<file path="src/rtl/tone_recorder.sv">
// Tone recorder: measures a square wave on tone_in and writes {period_us, duration_ms} note records.
// Defining TONE_RECORDER_GLITCH_FILTER_EN inserts a 4-sample stability filter ahead of edge detection.

module tone_recorder #(
  parameter int CLK_FREQ    = 50000000,
  parameter int MEMORY_SIZE = 4096,
  parameter int SILENCE_US  = 50000,
  parameter int TOL_US      = 8,
  localparam int ADDR_W     = $clog2(MEMORY_SIZE)
) (
  input  logic              clk,
  input  logic              reset,
  input  logic              start,
  input  logic              stop,
  input  logic              tone_in,
  output logic              mem_we,
  output logic [ADDR_W-1:0] mem_addr,
  output logic [31:0]       mem_data,
  output logic              busy,
  output logic              full,
  output logic [ADDR_W-1:0] note_count
);

  localparam int US_DIV = CLK_FREQ / 1000000;
  localparam int US_W   = (US_DIV > 1) ? $clog2(US_DIV) : 1;
  localparam logic [ADDR_W-1:0] LAST_ADDR = ADDR_W'(MEMORY_SIZE - 1);
  localparam logic [15:0] SIL_M1 = 16'(SILENCE_US - 1);

  typedef enum logic [2:0] {IDLE, ARM0, ARM1, RECORD, FLUSH, TERM} state_t;

  function automatic logic [15:0] sat_inc(input logic [15:0] v);
    return (v == 16'hFFFF) ? v : v + 16'd1;
  endfunction

  function automatic logic near(input logic [15:0] a, input logic [15:0] b);
    logic signed [16:0] d;
    d = $signed({1'b0, a}) - $signed({1'b0, b});
    if (d < 0) d = -d;
    return d <= $signed(17'(TOL_US));
  endfunction

  state_t            state, state_nxt;
  logic              sync1, sync2, tone_s, tone_prev, rise;
  logic [US_W-1:0]   us_cnt;
  logic [9:0]        ms_cnt;
  logic              us_wrap, us_tick, ms_tick;
  logic [15:0]       period_cnt, meas, cur, cur_nxt, dur;
  logic              sil_hit, silent, begin_sess;
  logic              want_rec, rec_wr, term_wr, full_hit, load_cur, dur_clr;

  always_ff @(posedge clk or negedge reset) begin
    if (!reset) begin
      sync1     <= 1'b0;
      sync2     <= 1'b0;
      tone_prev <= 1'b0;
    end else begin
      sync1     <= tone_in;
      sync2     <= sync1;
      tone_prev <= tone_s;
    end
  end

`ifdef TONE_RECORDER_GLITCH_FILTER_EN
  // Output follows the input only once four consecutive samples agree.
  logic [2:0] hist;
  logic       filt;
  always_ff @(posedge clk or negedge reset) begin
    if (!reset) begin
      hist <= 3'b000;
      filt <= 1'b0;
    end else begin
      hist <= {hist[1:0], sync2};
      if ((hist == {3{sync2}})) filt <= sync2;
    end
  end
  assign tone_s = filt;
`else
  assign tone_s = sync2;
`endif

  assign rise       = tone_s & ~tone_prev;
  assign begin_sess = (state == IDLE) && start;
  assign us_wrap    = (us_cnt == US_W'(US_DIV - 1));
  assign us_tick    = busy & us_wrap;
  assign ms_tick    = us_tick && (ms_cnt == 10'd999);
  assign meas       = (period_cnt == 16'd0) ? 16'd1 : period_cnt;
  assign silent     = sil_hit & ~rise;

  always_ff @(posedge clk or negedge reset) begin
    if (!reset) begin
      us_cnt     <= '0;
      ms_cnt     <= '0;
      period_cnt <= '0;
      sil_hit    <= 1'b0;
      dur        <= '0;
    end else begin
      if (!busy) begin
        us_cnt <= '0;
        ms_cnt <= '0;
      end else begin
        us_cnt <= us_wrap ? '0 : us_cnt + 1'b1;
        if (us_tick) ms_cnt <= (ms_cnt == 10'd999) ? 10'd0 : ms_cnt + 10'd1;
      end
      if (rise || begin_sess) period_cnt <= '0;
      else if (us_tick)       period_cnt <= sat_inc(period_cnt);
      // One-cycle pulse in the cycle period_cnt first equals SILENCE_US.
      sil_hit <= us_tick && !rise && !begin_sess && (period_cnt == SIL_M1);
      if (dur_clr || begin_sess) dur <= '0;
      else if (ms_tick)          dur <= sat_inc(dur);
    end
  end

  always_ff @(posedge clk or negedge reset) begin
    if (!reset) state <= IDLE;
    else        state <= state_nxt;
  end

  always_comb begin
    state_nxt = state;
    want_rec  = 1'b0;
    term_wr   = 1'b0;
    load_cur  = 1'b0;
    cur_nxt   = cur;
    dur_clr   = 1'b0;
    unique case (state)
      IDLE: if (start) state_nxt = ARM0;
      ARM0: begin
        if (stop)      state_nxt = TERM;
        else if (rise) state_nxt = ARM1;
      end
      ARM1: begin
        if (stop) state_nxt = TERM;
        else if (rise) begin
          state_nxt = RECORD;
          load_cur  = 1'b1;
          cur_nxt   = meas;
          dur_clr   = 1'b1;
        end else if (silent) state_nxt = ARM0;
      end
      RECORD: begin
        if (stop) state_nxt = FLUSH;
        else if (cur != 16'd0) begin
          if (rise && !near(meas, cur)) begin
            want_rec = 1'b1;
            load_cur = 1'b1;
            cur_nxt  = meas;
            dur_clr  = 1'b1;
          end else if (silent) begin
            want_rec = 1'b1;
            load_cur = 1'b1;
            cur_nxt  = 16'd0;
            dur_clr  = 1'b1;
          end
        end else if (rise) begin
          want_rec  = 1'b1;
          state_nxt = ARM1;
        end
      end
      FLUSH: begin
        state_nxt = TERM;
        want_rec  = (dur != 16'd0);
      end
      TERM: begin
        term_wr   = 1'b1;
        state_nxt = IDLE;
      end
      default: state_nxt = IDLE;
    endcase
    // The last word is reserved for the terminator: a record landing there ends the session.
    full_hit = want_rec && (mem_addr == LAST_ADDR);
    if (full_hit) begin
      term_wr   = 1'b1;
      state_nxt = IDLE;
    end
    rec_wr   = want_rec && !full_hit;
    mem_we   = rec_wr || term_wr;
    mem_data = rec_wr ? {cur, dur} : 32'h0;
  end

  always_ff @(posedge clk or negedge reset) begin
    if (!reset) begin
      cur        <= '0;
      busy       <= 1'b0;
      full       <= 1'b0;
      mem_addr   <= '0;
      note_count <= '0;
    end else begin
      if (load_cur) cur <= cur_nxt;
      if (begin_sess) begin
        busy       <= 1'b1;
        full       <= 1'b0;
        mem_addr   <= '0;
        note_count <= '0;
      end
      if (rec_wr) begin
        mem_addr   <= mem_addr + 1'b1;
        note_count <= note_count + 1'b1;
      end
      if (full_hit) full <= 1'b1;
      if (term_wr)  busy <= 1'b0;
    end
  end

endmodule

</file>
<file path="config.mk">
export PLATFORM = sky130hd
export DESIGN_NAME = tone_recorder
export DESIGN_NICKNAME = d
export VERILOG_FILES = /design/src/rtl/tone_recorder.sv
export SDC_FILE = /design/constraint.sdc
export NUM_CORES = 1
export LEC_CHECK = 0
export CORE_UTILIZATION = 55
export DETAILED_ROUTE_END_ITERATION = 10
export GPL_ROUTABILITY_DRIVEN = 1
export GPL_TIMING_DRIVEN = 0
export PLACE_DENSITY = 0.77
export SYNTH_ARGS = -nofsm -noshare
export SYNTH_HDL_FRONTEND = slang
export SYNTH_SLANG_ARGS = --single-unit
export TNS_END_PERCENT = 10
</file>
<file path="constraint.sdc">
create_clock -name clk -period 9 [get_ports clk]
set_clock_uncertainty 0.2 [all_clocks]
set_input_delay 1.8 -clock clk [delete_from_list [all_inputs] [get_ports clk]]
set_output_delay 1.8 -clock clk [all_outputs]
set_load 0.02 [all_outputs]
</file>
[Word-level counts from Yosys, hierarchy flattened]
Index checks and enable logic that the tools add are counted.
Widths: inputs -> output; s select.
Storage, ports and cells
  bits in registers: 97
  bits of input ports: 5
  output and inout bits: 59
  word-level logic and storage cells: 133
Cells by class
  $add $sub $neg: 8
  $lt $le $gt $ge: 2
  eq/ne operators: 22
  mux-type cells: 53
  bitwise gates (word level): 5
  reductions and logical operators: 29
Operators with widths (number)
  $mux 16: 13
  $mux 17: 4
  $eq 16x16->1 const B: 3
  $mux 12: 3
  $add 16x1->16 const B: 2
  $mux 32: 1
  $pmux 16 s2: 1
  $reduce_bool 16->1: 2
  $mux 10: 3
  $mux 3: 9
  $add 12x1->12 const B: 2
  $le 17x5->1 const B: 1
  $lt 17x1->1 const B: 1
  $neg 17->17: 1
  $sub 16x16->17: 1
  $logic_not 16->1: 1
  $pmux 3 s5: 1
  $mux 1: 14
  $eq 12x12->1 const B: 1
  $mux 6: 2
  $ne 2x2->1 const B: 6
  $reduce_bool 2->1: 6
  $add 10x1->10 const B: 1
  $eq 10x10->1 const B: 1
  other kinds (19): 39

[Logic depth before layout (Yosys ltp)]
  depth in word-level cells: 19
  mapped depth: 21
  gate-level depth less buffers: 19

[Worst setup path after synthesis]
OpenSTA, ideal clock, no wires.
  kind: flip-flop to output port
  start point: reg period_cnt[0]
  end point: out mem_we
  data arrival time: 4616 ps
  required time: 7000 ps
  path slack: 2384 ps
  cell stages (with the launch flop): 21
  buffers on the path: 2
  path through: dfrtp_1 inv_1 ha_1 nor4b_1 nand4_1 nand2_1 inv_1 ha_1 fa_1 and2b_1 o2111ai_1 a21boi_1 o22ai_1 nor4_4 a211oi_1 or4_4 a2111oi_4 a32o_1 buf_2 buf_2 nand2_1
Between the ends
  cells in the longest elaborated chain, start to end: 19
  elaborated cells on any way between the ends: 21
  those cells by class: add/sub (2); order compare (2); mux (10); reduce/logical (7)
Ends and longest elaborated chain
  from (decl): line 47  | logic [15:0] period_cnt, meas, cur, cur_nxt, dur;
  from (signal assigned): line 105  | else if (us_tick) period_cnt <= sat_inc(period_cnt);
  $logic_not 16->1: line 86  | assign meas = (period_cnt == 16'd0) ? 16'd1 : period_cnt;
  $mux 16 (*): line 86
  $sub 16x16->17 (*): line 37  | d = $signed({1'b0, a}) - $signed({1'b0, b});
  $neg 17->17 / $lt 17x1->1 (equally long branches): line 38  | if (d < 0) d = -d;
  $mux 17 (*): line 38
  $mux 17 (*): line 142  | else if (cur != 16'd0) begin
  $mux 17 (*): line 141  | if (stop) state_nxt = FLUSH;
  $mux 17 (*): line 125  | unique case (state)
  [... 3 more ...]
  $mux 1 (*): line 143  | if (rise && !near(meas, cur)) begin
  $mux 1 (*): line 142
  $mux 1 (*): line 141
  $pmux 1 s2 (*): line 125
  $logic_and 1x1->1: line 170  | full_hit = want_rec && (mem_addr == LAST_ADDR);
  $logic_not 1->1: line 175  | rec_wr = want_rec && !full_hit;
  $logic_and 1x1->1: line 175
  $logic_or 1x1->1 (*): line 176  | mem_we = rec_wr || term_wr;
  to (decl): line 16  | output logic mem_we,
Mark *: on every way between the ends. The rest lies on a longest branch, timed or not. The select of a mux whose other input is x is not followed.

[Worst setup path after layout]
  start point: reg period_cnt[0]
  end point: out mem_data[18]
Between the ends
  cells in the longest elaborated chain, start to end: 19
  elaborated cells on any way between the ends: 20
  those cells by class: add/sub (2); order compare (2); mux (10); reduce/logical (6)
Ends and longest elaborated chain
  $logic_not 16->1: line 86
  $mux 16 (*): line 86
  $sub 16x16->17 (*): line 37
  $neg 17->17 / $lt 17x1->1 (equally long branches): line 38
  $mux 17 (*): line 38
  $mux 17 (*): line 142
  $mux 17 (*): line 141
  $mux 17 (*): line 125
  [... 3 more ...]
  $mux 1 (*): line 143
  $mux 1 (*): line 142
  $mux 1 (*): line 141
  $pmux 1 s2 (*): line 125
  $logic_and 1x1->1: line 170
  $logic_not 1->1: line 175
  $logic_and 1x1->1 (*): line 175
  $mux 32 (*): line 177  | mem_data = rec_wr ? {cur, dur} : 32'h0;
  to (decl): line 18  | output logic [31:0] mem_data,
Marks and branches as above.

==> out/metrics.csv <==
stage,metric,value,unit
yosys,sequential share of the synthesized area,0.355,
floorplan,full die area,12900,sq um
final_layout,fin cells,1035,
sta,relative slew slack,0.320,
clock_tree,cts hold-fix bufs,0,
yosys,Post-synth top cells,"dfrtp_1 (97), nand2_1 (63), nor2_1 (62)",
yosys,Yosys warnings,0,
clock_tree,Post-CTS Repair Setup Buffers,0,
detailed_routing,Vias/cell,6.23,
clock_tree,clock slew at reported path FFs,70,ps
critical_path,critical path required time,7000,ps
yosys,Post-synth EDFFs,0,
critical_path,RR Endpoint,mem_addr[3],
yosys,most frequent cell after synthesis,dfrtp_1,
floorplan,initial core utilization,0.566,
critical_path,worst setup path endpoint,mem_data[18],
critical_path,Startpoint Class,flop,
grt,largest net degree at the start of global routing,66,
grt,initial antenna violation count,0,
final_layout,"Core Util, Final",0.667,
grt,GRT Max-Usage Layer,met2,
floorplan,I/O pins,64,
critical_path,source of the critical timing path,period_cnt[0],
floorplan,Die H,113,um
yosys,post-synth top area share,0.355,
yosys,"top cells by area, synth","dfrtp_1 (36%), and3_1 (4.9%), ha_1 (4.6%), nand2_1 (3.5%), nor2_1 (3.4%)",
sta,final hold violations,0,
clock_tree,clk sinks,97,
flow_run,maxcap violations,0,
yosys,Syn Area/Cell,8.68,sq um
critical_path,CP arrival,6600,ps
grt,first-pass GRT wire length,29600,um
critical_path,critical path class,flop to primary output,
yosys,Unique masters post-synth,82,
sta,fin crit share,0.955,
run_status,status,finished clean,
clock_tree,Clock Latency Late Sink,360,ps
detailed_routing,initial drt markers,649,
min_path,Hold Crit Class,flop to flop,
yosys,synthesis-stage register bit count,97,
yosys,post-synthesis cell area,6830,sq um
grt,GR Util met2,0.467,
sta,Worst-Margin Slew,1010,ps
clock_tree,# resized after CTS,0,
critical_path,worst r2r path cells,21,
grt,gr usage total,0.290,
final_layout,antenna cells,0,
yosys,Syn Inst Count,787,
sta,min Tclk post-route,8600,ps
power,P_leak,3.68,nW
critical_path,Reg2Reg Setup Slack,2900,ps
detailed_routing,Vias,6447,
floorplan,Die X,113,um
grt,vias in the first global route,6041,
critical_path,worst r2r src,period_cnt[0],
power,PwrDens,131,nW/um^2
clock_tree,CTS Buffer Depth,2,
critical_path,Setup crit end kind,primary output,
floorplan,Placeable Area,12100,sq um
critical_path,Critical Path Fanout Max,10,
sta,Pins Over Slew Limit,0,
final_layout,final net count,893,
clock_tree,CTS tree,built,
detailed_routing,Wirelength per Cell,17.4,um
final_layout,Fillers,993,
sta,Setup Viol. Count Final,0,
yosys,Synth area leader,dfrtp_1,
grt,met3 GRT Util,0.0452,
placed_design,routability cong.,0.907,
yosys,"Net Count, Synth",818,
sta,Max Freq,0.116,GHz
grt,Congestion Overflow GR,0,
placed_design,dpl hpwl,13300,um
detailed_routing,DRC,0,
floorplan,Rows,40,
final_layout,layout cells sized above 1,0.0669,
sta,RSZ-0062 raised after global routing,false,
yosys,"Primary FF master, synth",dfrtp_1,
clock_tree,Root Driver,clkbuf_16,
final_layout,Area growth syn-to-layout,17.7,%
placed_design,port bufs,63,
clock_tree,CTS H-tree depth,3,
detailed_routing,post-route antenna net violation count,0,
sta,Final TNS setup,0,ps
clock_tree,Num CTS Buffers,9,
detailed_routing,WL final,18000,um
grt,met1 usage,0.399,
detailed_routing,First-pass DRT Iterations,5,
placed_design,placed cells,1019,
power,maximum VDD drop,0.172,mV
yosys,Synth async-reset ratio,1.00,
==> critical path: stages (launching register included) <==
cell	delay, ps
dfrtp_1	430
inv_1	100
ha_1	160
nor4b_1	320
nand4_1	190
nand2_1	150
inv_1	50
ha_1	200
fa_1	400
and2b_1	260
o2111ai_1	250
a21boi_1	430
o22ai_1	270
nor4_4	370
a211oi_1	150
or4_4	550
a2111oi_4	430
a32o_1	260
buf_2	240
buf_2	320
nor3_1	140
clkdlybuf4s50_1	580
==> worst min path at each step <==
stage	start	endpoint	slack [ps]	cells after the start
2_1_floorplan	sync1	sync2	130	0
3_3_place_gp	sync1	sync2	140	0
3_5_place_dp	sync1	sync2	150	0
4_1_cts	sync1	sync2	160	0
5_1_grt	sync1	sync2	170	0
6_report	sync1	sync2	160	0
==> cells by family after synthesis <==
logic type | count (synthesis) | synth area share
flip-flops | 97 | 0.355
multiplexers | 7 | 0.0108
adder cells (fa/ha/maj) | 26 | 0.0487
XOR/XNOR | 46 | 0.0590
AO/OA/AOI/OAI | 177 | 0.197
buffers and inverters | 72 | 0.0430
AND/OR/NAND/NOR | 362 | 0.286
==> registers in the layout, summed over array words and instances (netlist names), 3 cells and up <==
name and flops:
state 3, period_cnt 16, note_count 12, dur 16
cur 16, us_cnt 6, mem_addr 12, ms_cnt 10
==> stage by stage <==
stage / power, W / hold WS (ps) / setup WS [ps] / area [sq um]
floorplan: 0.000562 / 131 / 2380 / 6830
global placement: 0.000608 / 140 / 1160 / 7670
detailed placement: 0.000617 / 149 / 1020 / 7700
CTS: 0.00106 / 164 / 488 / 8040
global route: 0.00109 / 173 / 71.4 / 8040
finish: 0.00105 / 160 / 403 / 8040
==> cells in the final DEF (no fill, tap or decap), types with 16 or more instances in the layout <==
cell type and n:
a21oi_1 24, a22o_1 16, and2_1 19, and3_1 54
clkbuf_1 32, clkdlybuf4s50_1 62, dfrtp_1 97, ha_1 25
inv_1 26, nand2_1 63, nand3_1 35, nand4_1 16
nor2_1 62, nor3_1 33, o21ai_0 31, xnor2_1 24
xor2_1 22
==> routing by layer <==
metal	share of wire	vias up
li1	-	3036
met1	0.46	3152
met2	0.47	231
met3	0.056	28
met4	0.019	0
met5	0	-
==> cell type report <==
class | count | area (sq um) | share of cell area
well taps | 168 | 210 | 0.0261
repair buffers | 64 | 656 | 0.0815
flip-flops and latches | 97 | 2430 | 0.302
inverters | 26 | 97.6 | 0.0121
clock inverters | 7 | 118 | 0.0146
multi-input cells | 618 | 4110 | 0.511
plain buffers | 46 | 196 | 0.0244
clock buffers | 9 | 225 | 0.0280
==> power breakdown <==
group | internal (W) | switching [W]
clock | 0.000272 | 0.000170
combinational | 0.0000461 | 0.0000972
sequential | 0.000452 | 0.0000151
total | 0.000770 | 0.000282
(Power assumes the default switching activity.)
